$ cat config.mk
export PLATFORM = sky130hd
export DESIGN_NAME = ula_result_fifo
export DESIGN_NICKNAME = d
export VERILOG_FILES = /design/src/rtl/ula_result_fifo.sv
export SDC_FILE = /design/constraint.sdc
export NUM_CORES = 1
export LEC_CHECK = 0
export CORE_MARGIN = 4
export CORE_UTILIZATION = 40
export DETAILED_ROUTE_END_ITERATION = 8
export SYNTH_ARGS = -nofsm -noshare
export SYNTH_HDL_FRONTEND = slang
export SYNTH_SLANG_ARGS = --single-unit
$ cat constraint.sdc
create_clock -name clk -period 2.1 [get_ports clk]
set_clock_uncertainty 0.05 [all_clocks]
set_input_delay 0.42 -clock clk [delete_from_list [all_inputs] [get_ports clk]]
set_output_delay 0.42 -clock clk [all_outputs]
set_load 0.03 [all_outputs]
$ cat src/rtl/ula_result_fifo.sv
// Four-entry FIFO buffering ULA results {carry, zero, result} for a downstream consumer.
// Optional write-drop counter is enabled by defining ULA_FIFO_DROP_CNT_EN.
module ula_result_fifo (
    input  logic       clk,
    input  logic       R,
    input  logic [6:0] O_in,
    input  logic       carry_in,
    input  logic       zero_in,
    input  logic       we,
    input  logic       rd_ready,
    output logic       rd_valid,
    output logic [6:0] rd_data,
    output logic       rd_carry,
    output logic       rd_zero,
    output logic [2:0] count,
    output logic       full
`ifdef ULA_FIFO_DROP_CNT_EN
    ,
    output logic [3:0] drop_cnt
`endif
);

    logic [8:0] mem [4];
    logic [1:0] wr_ptr;
    logic [1:0] rd_ptr;
    logic       pop;
    logic       push;

    assign rd_valid = (count != 3'd0);
    assign full     = (count == 3'd4);
    assign pop      = rd_valid & rd_ready;
    // A pop in the same cycle frees the head slot, so a full FIFO still accepts the write.
    assign push     = we & (~full | pop);

    assign {rd_carry, rd_zero, rd_data} = mem[rd_ptr];

    always_ff @(posedge clk) begin
        if (!R) begin
            wr_ptr <= 2'd0;
            rd_ptr <= 2'd0;
            count  <= 3'd0;
        end else begin
            if (push) wr_ptr <= wr_ptr + 2'd1;
            if (pop)  rd_ptr <= rd_ptr + 2'd1;
            case ({push, pop})
                2'b10:   count <= count + 3'd1;
                2'b01:   count <= count - 3'd1;
                default: count <= count;
            endcase
        end
    end

    // Storage is never cleared; writes are suppressed while reset is asserted.
    always_ff @(posedge clk) begin
        if (R && push) mem[wr_ptr] <= {carry_in, zero_in, O_in};
    end

`ifdef ULA_FIFO_DROP_CNT_EN
    logic drop;

    assign drop = we & full & ~pop;

    always_ff @(posedge clk) begin
        if (!R)
            drop_cnt <= 4'd0;
        else if (drop && drop_cnt != 4'hF)
            drop_cnt <= drop_cnt + 4'd1;
    end
`endif

endmodule

==> Yosys cells after proc, flatten, opt, wreduce, memory -nomap -nowiden <==
Memory sizes are Yosys's and may differ from the RTL's. A register that Yosys moved wholly into a read port is not among the register bits.
Index checks and enable logic that the tools add are counted.
{ "word_totals": {"ff_bits": 7, "mem_bits_rw": 36, "output_inout_bits": 14, "wordCells": 23, "n_memories": 1} }
{ "memory_table": {"columns": ["memory", "depth", "word_bits", "rd", "rd_ports_with_merged_regs", "wr", "line", "text"], "rows": [
  ["mem", 4, 9, 1, 1, 1, "23", "logic [8:0] mem [4];"]
]} }
{ "op_classes": {"n_addsub": 4, "n_eq_ne": 3, "muxes": 5, "n_bitwise": 4, "reduce_logical": 3} }
{ "ops": {"columns": ["cell", "count"], "rows": [
  ["$pmux W3 S2", 1],
  ["$add A2 B1 Y2 const B", 2],
  ["$mux W2", 2],
  ["$add A3 B1 Y3 const B", 1],
  ["$eq A3 B3 Y1 const B", 1],
  ["$reduce_bool A3 Y1", 1],
  ["$sub A3 B1 Y3 const B", 1],
  ["$and A1 B1 Y1", 2],
  ["$eq A2 B1 Y1 const B", 1],
  ["$eq A2 B2 Y1 const B", 1],
  ["$mux W1", 2],
  ["$reduce_bool A2 Y1", 1],
  ["$logic_and A1 B1 Y1", 1],
  ["$not A1 Y1", 1],
  ["$or A1 B1 Y1", 1]
]} }

==> Logic depth before layout (Yosys ltp) <==
Gate-level depths: netlist (run 1).
{ "depth": {"depth_word": 7, "mapped_depth": 7} }

==> Least setup slack after synthesis (run 1) <==
OpenSTA, ideal clock, no wires.
{ "synth_path": {"kind": "reg2reg", "start": "reg count[2]", "end": "reg count[1]", "setup_time_ps": 95, "arrival_time_ps": 2241, "required_ps": 1955, "path_slack_ps": -286, "path_stages_with_launch": 8, "path_buffers": 1, "path_cell_list": "dfxtp_1 buf_2 or3_1 nand3_1 fa_1 o21ba_2 o211ai_1 a221oi_1"} }
{ "synth_via": {"elab_chain_cells": 6, "elab_cells_between_ends": 10, "cone_classes": "eq/ne (3); mux (1); bitwise (4); reduce/logical (2)"} }
{ "synth_rtl": {"columns": ["element", "line", "text"], "rows": [
  ["start, declared", "15", "output logic [2:0] count,"],
  ["start signal, assigned", "46", "2'b10: count <= count + 3'd1;"],
  ["start signal, assigned", "47", "2'b01: count <= count - 3'd1;"],
  ["start signal, assigned", "48", "default: count <= count;"],
  ["$reduce_bool A3 Y1 *", "29", "assign rd_valid = (count != 3'd0);"],
  ["via rd_valid", "11", "output logic rd_valid,"],
  ["$and A1 B1 Y1 *", "31", "assign pop = rd_valid & rd_ready;"],
  ["$or A1 B1 Y1", "33", "assign push = we & (~full | pop);"],
  ["$and A1 B1 Y1", "33", null],
  ["$eq A2 B1 Y1 or $eq A2 B2 Y1 (tied branches)", "45", "case ({push, pop})"],
  ["$pmux W3 S2 or $reduce_bool A2 Y1 (tied branches)", null, null]
]} }
The timed path passes the listed nets; every way through them passes the cells marked *.
A chain may end at the register's enable or synchronous reset.

==> Final worst setup path (run 1) <==
{ "layout_path": {"start": "reg count[0]", "end": "reg count[1]"} }
{ "layout_via": {"elab_chain_cells": 6, "elab_cells_between_ends": 12, "cone_classes": "add/sub (2); eq/ne (3); mux (1); bitwise (4); reduce/logical (2)"} }
{ "layout_rtl": {"columns": ["element", "line"], "rows": [
  ["$reduce_bool A3 Y1 or $eq A3 B3 Y1 (tied branches)", "29, 30"],
  ["$and A1 B1 Y1 or $not A1 Y1 (tied branches)", "31, 33"],
  ["$or A1 B1 Y1", "33"],
  ["$and A1 B1 Y1", "33"],
  ["$eq A2 B1 Y1 or $eq A2 B2 Y1 (tied branches)", "45"],
  ["$pmux W3 S2 or $reduce_bool A2 Y1 (tied branches)", null]
]} }
Several ways; a longest one is shown, not always the timed one.

==> results of run 1 <==
per-layer routing:
layer  vias up  global-route usage, %
met1       551                   13.6
met2        24                   21.9
li1        512                      -
met3         5                   4.61
met4         0                   4.71
met5         -                      0
logic make-up (layout without fill, tap and decap cells):
family / count (synthesis) / after routing / share of synthesized area, %
AND/OR/NAND/NOR: 25 / 25 / 7.18
AO/OA/AOI/OAI: 14 / 14 / 5.19
flip-flops: 45 / 45 / 67.0
adder cells (fa/ha/maj): 5 / 5 / 3.72
multiplexers: 9 / 9 / 10.8
buffers and inverters: 17 / 52 / 4.26
XOR/XNOR: 4 / 4 / 1.86
worst max-delay path: cells and delay by family, from the launching register on:
family / cells / cell delay (ps)
adder cells (fa/ha/maj): 1 / 430
AND/OR/NAND/NOR: 2 / 480
flip-flops: 1 / 390
AO/OA/AOI/OAI: 3 / 600
layout make-up:
class	count	area share (%)
Timing Repair Buffer	34	12.9
Sequential cell	45	55.0
Clock buffer	5	2.98
Multi-Input combinational cell	57	23.8
Inverter	10	1.62
Tap cell	52	2.82
Clock inverter	3	0.920
cells in the mapped netlist:
| cell type | instances | share of area [%] |
|---|---|---|
| o311ai_0 | 1 | 0.47 |
| buf_4 | 1 | 0.40 |
| buf_2 | 4 | 1.1 |
| a31oi_1 | 1 | 0.33 |
| o21ba_2 | 1 | 0.53 |
| a221oi_1 | 1 | 0.47 |
| o21ai_0 | 3 | 0.80 |
| o31ai_1 | 1 | 0.40 |
| o32ai_1 | 1 | 0.47 |
| nand2b_1 | 1 | 0.33 |
| or3_1 | 2 | 0.66 |
| o211ai_1 | 2 | 0.80 |
| o21bai_1 | 1 | 0.40 |
| nand2_1 | 2 | 0.40 |
| buf_1 | 1 | 0.20 |
| fa_1 | 1 | 1.1 |
| dfxtp_1 | 9 | 9.6 |
| buf_6 | 1 | 0.60 |
| or4b_4 | 1 | 0.73 |
| inv_1 | 10 | 2.0 |
| mux4_2 | 9 | 11 |
| a21oi_1 | 2 | 0.53 |
| nor4b_1 | 1 | 0.47 |
| and2_1 | 1 | 0.33 |
| xor2_1 | 4 | 1.9 |
| nand3_1 | 5 | 1.3 |
| edfxtp_1 | 36 | 57 |
| nand3b_1 | 1 | 0.40 |
| nor2_1 | 10 | 2.0 |
| ha_1 | 4 | 2.7 |
| nand3_2 | 1 | 0.53 |
sequential cells by signal (all words and copies together) (netlist names), named ones only:
name    flops
rd_ptr      2
wr_ptr      2
mem        36
count       3
power by group through the flow:
stage	combinational [mW]	sequential (mW)	clock, mW
floorplan	0.267	1.05	0
global placement	0.415	1.05	0
detailed placement	0.422	1.06	0
CTS	0.399	1.04	0.537
global route	0.416	1.04	0.577
finish	0.387	1.04	0.526
worst paths after layout:
path / startpoint / endpoint / slack (ps) / cells past startpoint
hold reg to reg: wr_ptr[1]$_SDFFE_PN0P_ / wr_ptr[1]$_SDFFE_PN0P_ / 480 / 2
setup / recovery: count[0]$_SDFFE_PN0P_ / count[1]$_SDFFE_PN0P_ / 50 / 6
hold / removal: wr_ptr[1]$_SDFFE_PN0P_ / wr_ptr[1]$_SDFFE_PN0P_ / 480 / 2
setup reg to reg: count[0]$_SDFFE_PN0P_ / count[1]$_SDFFE_PN0P_ / 50 / 6
==> impl_metrics.py, run 1 <==
metrics = {
    "sta": {
        "slew_viol_final": 0,
        "fin_crit_ps": 2050,
        "fmax_mhz": 488,
        "fin_tns_setup_ps": 0,
        "setup_slack_ps": 51.3,
        "holdWs_ps": 477,
        "fin_crit_sh_pct": 97.6,
        "rsz0062_at_grt": "false",
        "finalSetupViolCount": 0,
        "tightest_slew_ps": 898,
        "finalHoldViolations": 0,
        "slew_headroom_pct": 39.9,
    },
    "power": {
        "p_switching_uw": 536,
        "p_int_mw": 1.41,
        "ir_drop_mv": 0.373,
        "combPwrFrac_pct": 19.8,
        "p_per_area_nw_per_um2": 843,
        "leakage_nw": 0.794,
        "p_sw_share_pct": 27.5,
        "p_clk_share_pct": 27.0,
        "p_seq_share_pct": 53.2,
        "p_total_mw": 1.95,
    },
    "detailed_routing": {
        "postRouteAntennaNets": 0,
        "top_layer": "met4",
        "drt_iter0_drc": 71,
        "drt-met1-wl_um": 1410,
        "wl_met2_um": 1790,
        "drc_errors": 0,
        "wl_per_cell_um": 16.5,
        "routed_wl_um": 3400,
        "vias": 1092,
        "wl_met3_um": 153,
        "first_pass_iters": 4,
        "viasPerCell": 5.30,
    },
    "clocking": {
        "clock_path_buffers": 2,
        "cts_tree": "done",
        "hold_buffers": 0,
        "cts.sinks": 45,
        "h-tree-depth": 2,
        "cts_root_buf": "clkbuf_8",
        "ctsResizeCount": 39,
        "clk_pin_slew_ps": 80,
        "cts_setup_buffers": 0,
        "clock_latency_ps": 300,
        "cts_buffers": 5,
    },
    "global_route": {
        "antenna_found_initial": 0,
        "grt_max_degree": 16,
        "grt_pass1_wl_um": 5590,
        "grt_overflow_total": 0,
        "first_global_vias": 1183,
        "grtUsageTotal_pct": 12.5,
    },
    "job": {
        "maxCapViolCount": 0,
    },
    "final_layout": {
        "mostFrequentLayoutCell": "edfxtp_1",
        "fin_nets": 171,
        "syn2layout_area_growth_pct": 22.8,
        "fillers": 380,
        "diodes": 0,
        "regArea_um2": 1270,
        "final_util_pct": 52.0,
        "final_area_um2": 2310,
        "layout-drive-gt1-share_pct": 27.3,
        "fin_cells": 206,
        "multi_input_area_um2": 551,
        "layout_common_cells": "edfxtp_1, clkdlybuf4s50_1, inv_1, nor2_1",
    },
    "placed_design": {
        "pre_cts_slack_ps": -222,
        "io_buffer_count": 26,
        "place_hpwl_um": 2400,
        "dpl-instance-area_um2": 2270,
        "dp.cells": 198,
        "globalplace.congestion": 0.751,
    },
    "hold_path": {
        "hold_class": "reg -> reg",
    },
    "yosys": {
        "syn_inst": 119,
        "synth.distinct_cells": 31,
        "ys_seq_area_share_pct": 67.0,
        "synth.net_count": 137,
        "synth-warning-count": 0,
        "synth-seq-cells": 45,
        "syn_area_um2": 1880,
        "syn_area_per_cell_um2": 15.8,
    },
    "worst_setup_path": {
        "cp_max_fo": 11,
        "setup.worst_path.start_class": "flop",
        "path_cells": "or3_4 > nand3_2 > fa_1 > o21ba_2 > o211ai_1 > a221oi_1",
        "arrival_ps": 2190,
        "crit_required_ps": 2240,
        "cpMaxStageDelayCell": "fa_1",
        "endpoint_kind": "flop",
        "path_class": "reg -> reg",
        "max_stage_delay_ps": 430,
    },
    "die": {
        "rows": 24,
        "die_h_um": 76.6,
        "start_util_pct": 42.3,
        "core-area_um2": 4440,
        "die-width_um": 76.6,
        "io_pins": 27,
        "die_area_um2": 5870,
    },
    "outcome": {
        "status": "finished clean",
    },
}
Note: power is estimated with default switching activity, not from simulation.
==> run 2, diff against run 1 <==
CORE_MARGIN = 2   (was 4)
==> run 2 against run 1 <==
- first-iteration DRC count is 1.4% higher
- largest cell class unchanged
- sequential share of layout area is 1.5 points lower
- wire length fell by 6.3%
- combinational power is 8.5% higher
- hold slack worse by 0.94 ps
- utilization grew 1.5 points
- clock power increased by 14%
- die area is 10% lower
==> impl_metrics.py, run 2 (same netlist as run 1, synthesis figures left out) <==
metrics = {
    "die": {
        "start_util_pct": 42.3,
        "rows": 24,
        "core-area_um2": 4440,
        "io_pins": 27,
        "die-width_um": 72.6,
        "die_area_um2": 5270,
        "die_h_um": 72.6,
    },
    "sta": {
        "slew_viol_final": 0,
        "finalSetupViolCount": 0,
        "finalHoldViolations": 0,
        "fmax_mhz": 499,
        "fin_crit_sh_pct": 95.5,
        "fin_crit_ps": 2010,
        "rsz0062_at_grt": "true",
        "tightest_slew_ps": 884,
        "slew_headroom_pct": 40.9,
        "setup_slack_ps": 94.0,
    },
    "clocking": {
        "clk_pin_slew_ps": 80,
        "cts_buffers": 5,
        "clock_latency_ps": 280,
        "h-tree-depth": 2,
        "cts_root_buf": "clkbuf_8",
        "cts.sinks": 45,
        "clock_path_buffers": 2,
        "cts_tree": "done",
    },
    "detailed_routing": {
        "postRouteAntennaNets": 0,
        "viasPerCell": 5.10,
        "wl_per_cell_um": 15.1,
        "drc_errors": 0,
        "routed_wl_um": 3190,
        "drt_iter0_drc": 72,
        "first_pass_iters": 6,
        "vias": 1077,
    },
    "placed_design": {
        "place_hpwl_um": 2270,
        "io_buffer_count": 26,
        "pre_cts_slack_ps": -213,
        "globalplace.congestion": 0.711,
    },
    "final_layout": {
        "top_regs": "mem x36, count x3",
        "syn2layout_area_growth_pct": 26.3,
        "layout_common_cells": "edfxtp_1, clkdlybuf4s50_1, buf_4",
        "largest_register_ffs": 36,
        "largest-register": "mem",
        "diodes": 0,
        "final_util_pct": 53.5,
        "mostFrequentLayoutCell": "edfxtp_1",
        "fin_nets": 176,
        "layout-drive-gt1-share_pct": 29.6,
    },
    "worst_setup_path": {
        "endpoint_kind": "primary output",
        "arrival_ps": 1540,
        "path_class": "reg -> out",
        "crit_required_ps": 1630,
        "cp_max_fo": 7,
        "setup.worst_path.start_class": "flop",
    },
    "global_route": {
        "grt_pass1_wl_um": 4980,
        "grtUsageTotal_pct": 12.9,
        "grt_max_degree": 15,
        "grt_overflow_total": 0,
        "antenna_found_initial": 0,
        "first_global_vias": 1100,
    },
    "power": {
        "p_per_area_nw_per_um2": 864,
        "leakage_nw": 0.851,
        "ir_drop_mv": 0.305,
    },
    "job": {
        "maxCapViolCount": 0,
    },
    "outcome": {
        "status": "finished clean",
    },
    "hold_path": {
        "hold_class": "reg -> reg",
    },
}
==> run 2: worst paths after layout <==
check / startpoint / endpoint / slack, ps / cells after the start
worst max-delay path: count[0]$_SDFFE_PN0P_ / full / 90 / 4
worst min register to register: wr_ptr[1]$_SDFFE_PN0P_ / wr_ptr[1]$_SDFFE_PN0P_ / 480 / 2
worst min-delay path: wr_ptr[1]$_SDFFE_PN0P_ / wr_ptr[1]$_SDFFE_PN0P_ / 480 / 2
worst max register to register: count[2]$_SDFFE_PN0P_ / count[1]$_SDFFE_PN0P_ / 110 / 6
==> run 2: final cells by class <==
class                           count  area [µm²]
Clock buffer                        6        72.6
Clock inverter                      2        35.0
Fill cell                         375        2070
Inverter                           10        37.5
Multi-Input combinational cell     57         557
Sequential cell                    45        1270
Tap cell                           52        65.1
Timing Repair Buffer               39         340
==> run 2: metal layers <==
metal	track usage, %	part of all wire (%)
met4	4.94	1.6
met1	13.7	38
met3	4.42	5.1
met5	0	0
met2	23.6	56
==> run 2: per-stage QoR <==
stage / total power, mW / setup TNS, ps / instance area [µm²] / hold slack, ps / cells
3_3_place_gp: 1.47 / -4360 / 2270 / 459 / 198
4_1_cts: 2.07 / -12.0 / 2380 / 475 / 206
5_1_grt: 2.15 / -3.96 / 2380 / 510 / 211
2_1_floorplan: 1.31 / -31.8 / 1910 / 434 / 119
6_report: 2.05 / 0 / 2380 / 476 / 211
3_5_place_dp: 1.48 / -6200 / 2270 / 464 / 198
==> run 2: repair_timing <==
| item | in CTS | in global routing |
|---|---|---|
| pin swaps | 0 | 4 |
| buffers inserted | 0 | 5 |
| gates resized for setup | 31 | 20 |
| hold buffers | 0 | 0 |
| setup endpoints to repair | 11 | 9 |
==> run 2: critical path, cell delays in order, from the launching register on <==
cell	delay [ps]
dfxtp_4	370
buf_4	150
nor2_1	180
and2_1	160
dlygate4sd2_1	390
==> run 2: where the power goes <==
group          internal, mW  switching (mW)
sequential             1.00          0.0303
combinational         0.203           0.217
clock                 0.353           0.248
==> RTL change 1 (flow settings as in run 2) <==
Build with the macro `ULA_FIFO_DROP_CNT_EN` defined.
--- a/src/rtl/ula_result_fifo.sv
+++ b/src/rtl/ula_result_fifo.sv
@@ -1,5 +1,7 @@
 // Four-entry FIFO buffering ULA results {carry, zero, result} for a downstream consumer.
 // Optional write-drop counter is enabled by defining ULA_FIFO_DROP_CNT_EN.
+`define ULA_FIFO_DROP_CNT_EN
+
 module ula_result_fifo (
     input  logic       clk,
     input  logic       R,
Formal check against the unedited RTL (old outputs only; new: drop_cnt): equivalent (equiv_simple and equiv_induct, registers matched by name and starting in step).
==> RTL change 1 against run 2 <==
Hold slack worse by 0.011 ns. Sequential cell count up 4. Power up 5.4%. Wire length up 21%. Worst setup slack worse by 0.083 ns. Synthesized area up 11%. Cell area up 9.5%. Register-to-register slack worse by 0.05 ns. Largest cell class unchanged.
==> RTL change 1: results (changes against run 2) <==
Run status:
- Outcome: finished clean (unchanged).

Cells and area:
- The number of nets in the layout is 198 (was 176).
- The count of multi-input gates is 71 (was 57).
- The clock network contribution to total cell area is 0.0370 (was 0.0453).
- The sequential cell area share is 0.519 (was 0.534).
- The non-clock inverter total of the final layout is 13 (was 10).
- The fraction of area in multi-input gates came to 0.262 (was 0.234).
- Registers with the most flip-flops: mem (36), drop_cnt (4), count (3) (was mem (36), count (3)).
- The area of the multi-input gates was 683 um2 (was 557 um2).

GRT:
- The total routing usage reported by global routing was 0.144 (was 0.129).
- The met3 track demand over resource in global routing is 0.0320 (was 0.0442).
- The largest net degree at the start of global routing is 16 (was 15).

Detailed routing:
- The total length of routed met3 wires came to 169 um (was 162 um).
- The routed length on met1 came to 1630 um (was 1200 um).

Placed design:
- The number of cells in the design after placement is 242 (was 198).
- The count of input and output buffers is 30 (was 26).
- The placement-stage worst setup slack is -0.323 ns (was -0.213 ns).
- The post-placement cell area is 2540 um2 (was 2270 um2).

Power and ir drop:
- The cell leakage power is 0.905 nW (was 0.851 nW).

Logic synthesis:
- Most used standard cells in the synthesized netlist: edfxtp_1 (36), dfxtp_1 (13), inv_1 (12) (was edfxtp_1 (36), inv_1 (10), nor2_1 (10)).
- The count of distinct cell types in the synthesized netlist is 38 (was 31).
- The total nets after synthesis is 159 (was 137).

Setup path:
- The worst stage delay on the critical path is 0.48 ns (was 0.39 ns).
- The largest driver fanout on the critical path is 4 (was 7).
- The library cell contributing the largest single delay on the critical path is or3b_2 (was dlygate4sd2_1).
==> RTL change 1: worst paths after layout <==
| check | startpoint | slack, ns | cells past startpoint | end |
|---|---|---|---|---|
| hold reg to reg | drop_cnt[1]$_SDFFE_PN0P_ | 0.46 | 2 | drop_cnt[1]$_SDFFE_PN0P_ |
| hold / removal | drop_cnt[1]$_SDFFE_PN0P_ | 0.46 | 2 | drop_cnt[1]$_SDFFE_PN0P_ |
| setup reg to reg | count[0]$_SDFFE_PN0P_ | 0.06 | 7 | count[2]$_SDFFE_PN0P_ |
| setup / recovery | we | 0.01 | 7 | count[2]$_SDFFE_PN0P_ |
==> RTL change 1: power by group through the flow <==
| stage | Combinational (mW) | Clock (mW) | Sequential [mW] |
|---|---|---|---|
| finish | 0.479 | 0.557 | 1.13 |
| global placement | 0.505 | 0 | 1.15 |
| detailed placement | 0.518 | 0 | 1.15 |
| CTS | 0.509 | 0.576 | 1.13 |
| floorplan | 0.325 | 0 | 1.15 |
| global route | 0.517 | 0.622 | 1.14 |
==> RTL change 2 (settings of run 2) <==
Without the edit above. Register the output `count` once more; this adds one clock of latency there. The other outputs are not delayed to match.
--- a/src/rtl/ula_result_fifo.sv
+++ b/src/rtl/ula_result_fifo.sv
@@ -20,14 +20,16 @@
 `endif
 );
 
+    logic [2:0] count_s0;
+
     logic [8:0] mem [4];
     logic [1:0] wr_ptr;
     logic [1:0] rd_ptr;
     logic       pop;
     logic       push;
 
-    assign rd_valid = (count != 3'd0);
-    assign full     = (count == 3'd4);
+    assign rd_valid = (count_s0 != 3'd0);
+    assign full     = (count_s0 == 3'd4);
     assign pop      = rd_valid & rd_ready;
     // A pop in the same cycle frees the head slot, so a full FIFO still accepts the write.
     assign push     = we & (~full | pop);
@@ -38,14 +40,14 @@
         if (!R) begin
             wr_ptr <= 2'd0;
             rd_ptr <= 2'd0;
-            count  <= 3'd0;
+            count_s0 <= 3'd0;
         end else begin
             if (push) wr_ptr <= wr_ptr + 2'd1;
             if (pop)  rd_ptr <= rd_ptr + 2'd1;
             case ({push, pop})
-                2'b10:   count <= count + 3'd1;
-                2'b01:   count <= count - 3'd1;
-                default: count <= count;
+                2'b10:   count_s0 <= count_s0 + 3'd1;
+                2'b01:   count_s0 <= count_s0 - 3'd1;
+                default: count_s0 <= count_s0;
             endcase
         end
     end
@@ -68,5 +70,9 @@
     end
 `endif
 
+    always_ff @(posedge clk) begin
+        count <= count_s0;
+    end
+
 endmodule
 
Behaviour: not the same (Yosys sat finds a counterexample within 4 cycles, from zero or initial values).
==> RTL change 2 against run 2 <==
Via count is essentially flat. Power grew 4.5%. Sequential cell count grew 3. Wire length shrank 1.9%. Synthesized area grew 3.2%. Sequential power grew 5%. Largest power group unchanged. Critical endpoint is now count_s0[1]$_SDFFE_PN0P_. Cell area grew 0.63%. Worst setup slack lost 0.026 ns.
==> RTL change 2: results (changes against run 2) <==
Run status:
- Outcome: finished clean (unchanged).

GRT:
- The largest net degree at the start of global routing is 17 (was 15).
- The total routing usage reported by global routing is 0.131 (was 0.129).
- The number of global-route vias before repair is 1089 (was 1100).
- The wire length of the first global-routing pass is 5180 um (was 4980 um).

Min path:
- The cell depth of the worst min-delay path was 0 (was 2).

Power and ir drop:
- The cell leakage power is 0.841 nW (was 0.851 nW).
- The highest ir drop seen on vdd is 0.000375 V (was 0.000305 V).

Setup path:
- The library cell contributing the largest single delay on the critical path is fa_1 (was dlygate4sd2_1).
- The arrival time of the worst setup path is 2.19 ns (was 1.54 ns).
- The critical path class was reg -> reg (was reg -> out).
- The largest driver fanout on the critical path is 6 (was 7).
- The endpoint of the worst setup timing path is count_s0[1]$_SDFFE_PN0P_ (was full).
- The startpoint of the worst-slack reg-to-reg timing path is count_s0[2]$_SDFFE_PN0P_ (was count[2]$_SDFFE_PN0P_).
- The reg2reg setup slack is 0.07 ns (was 0.11 ns).
- The worst stage delay on the critical path is 0.43 ns (was 0.39 ns).
- The launching instance or port of the critical path is count_s0[2]$_SDFFE_PN0P_ (was count[0]$_SDFFE_PN0P_).

Detailed routing:
- The routed length per instance is 14.6 um (was 15.1 um).
- The number of vias per cell after detailed routing is 5.01 (was 5.10).
- The violation count after the first detailed-routing iteration is 79 (was 72).
- The detailed-router iteration count before antenna repair is 4 (was 6).

Cells and area:
- Registers with the most flip-flops: mem (36), count (3), count_s0 (3) (was mem (36), count (3)).
- The fill cell instance count of the final layout was 390 (was 375).
- The share of final-layout standard cells stronger than drive strength 1 is 0.267 (was 0.296).

Placed design:
- The sum of net half-perimeters after detailed placement is 2250 um (was 2270 um).
- The count of input and output buffers is 26 (unchanged).
- The routability-driven placement congestion ratio is 0.785 (was 0.711).

Timing:
- The worst-margin pin slew came to 0.815 ns (was 0.884 ns).

Logic synthesis:
- Most used standard cells in the synthesized netlist: edfxtp_1 (36), dfxtp_1 (12), inv_1 (10), nor2_1 (10), mux4_2 (9) (was edfxtp_1 (36), inv_1 (10), nor2_1 (10)).
- The portion of the post-synthesis area used by sequential elements is 0.680 (was 0.670).
- Top area cells in the synthesized netlist: edfxtp_1 (56%), dfxtp_1 (12%), mux4_2 (10%) (was edfxtp_1 (57%), mux4_2 (11%), dfxtp_1 (9.6%)).
- The portion of synthesized cell area occupied by the leading cell type is 0.557 (was 0.574).
- The count of distinct cell types in the synthesized netlist came to 31 (unchanged).

CTS:
- The clock buffer count from CTS is 5 (unchanged).
==> RTL change 2: cell types whose count changed in the layout (fill, tap and decap cells not counted), sizes merged <==
| cell | delta |
|---|---|
| clkinv | -1 |
| dfxtp | +3 |
| inv | +1 |
| buf | -1 |
| clkbuf | -1 |
| clkdlybuf4s50 | +2 |
| dlymetal6s2s | -2 |
| clkinvlp | +1 |
==> RTL change 2: cell families (layout without fill, tap and decap cells) <==
logic type | after synthesis | count (layout) | share of synthesized area
DFF | 48 | 48 | 0.680
and+or+nand+nor | 25 | 25 | 0.0696
buffers and inverters | 17 | 56 | 0.0412
AOI/OAI and AO/OA | 14 | 14 | 0.0503
muxes | 9 | 9 | 0.104
adders and majority gates | 5 | 5 | 0.0361
xor gates and xnor gates | 4 | 4 | 0.0180
==> RTL change 2: worst min-delay path by stage <==
stage                             endpoint  slack, ns                     start
after floorplan           count[1]$_DFF_P_       0.28  count_s0[1]$_SDFFE_PN0P_
after global placement    count[2]$_DFF_P_       0.37  count_s0[2]$_SDFFE_PN0P_
after detailed placement  count[2]$_DFF_P_       0.38  count_s0[2]$_SDFFE_PN0P_
after CTS                 count[2]$_DFF_P_       0.40  count_s0[2]$_SDFFE_PN0P_
after global routing      count[2]$_DFF_P_       0.42  count_s0[2]$_SDFFE_PN0P_
final                     count[2]$_DFF_P_       0.40  count_s0[2]$_SDFFE_PN0P_
==> RTL change 2: per-stage QoR <==
step | cells | setup WS (ns) | cell area (um2)
6_report | 215 | 0.0678 | 2390
5_1_grt | 215 | 0.0115 | 2390
4_1_cts | 215 | -0.0257 | 2430
3_5_place_dp | 207 | -0.236 | 2320
3_3_place_gp | 207 | -0.215 | 2320
2_1_floorplan | 122 | 0.00730 | 1950
==> RTL change 2: layout make-up <==
cell class | instances | area (um2) | area share
clock buffers | 5 | 68.8 | 0.0288
clock inverters | 3 | 46.3 | 0.0194
flip-flops and latches | 48 | 1320 | 0.552
multi-input cells | 57 | 548 | 0.229
well taps | 54 | 67.6 | 0.0282
inverters | 10 | 37.5 | 0.0157
repair buffers | 38 | 303 | 0.127
==> RTL change 2: timing repair <==
item / CTS / global route
cloned: 0 / 0
resized for setup: 35 / 13
endpoints found under the setup margin: 11 / 10
==> RTL change 2: layer usage <==
metal,GRT usage,vias up,routed length (um)
li1,-,530,-
met1,0.182,512,1460
met2,0.197,31,1480
met3,0.0412,5,146
met4,0.0424,0,43
met5,0,-,0
==> RTL change 2: where the power goes <==
part	switching [mW]	leakage [nW]	internal (mW)	total [mW]
registers	0.0211	0.425	1.06	1.08
logic	0.222	0.361	0.178	0.400
clock network	0.303	0.0548	0.358	0.662
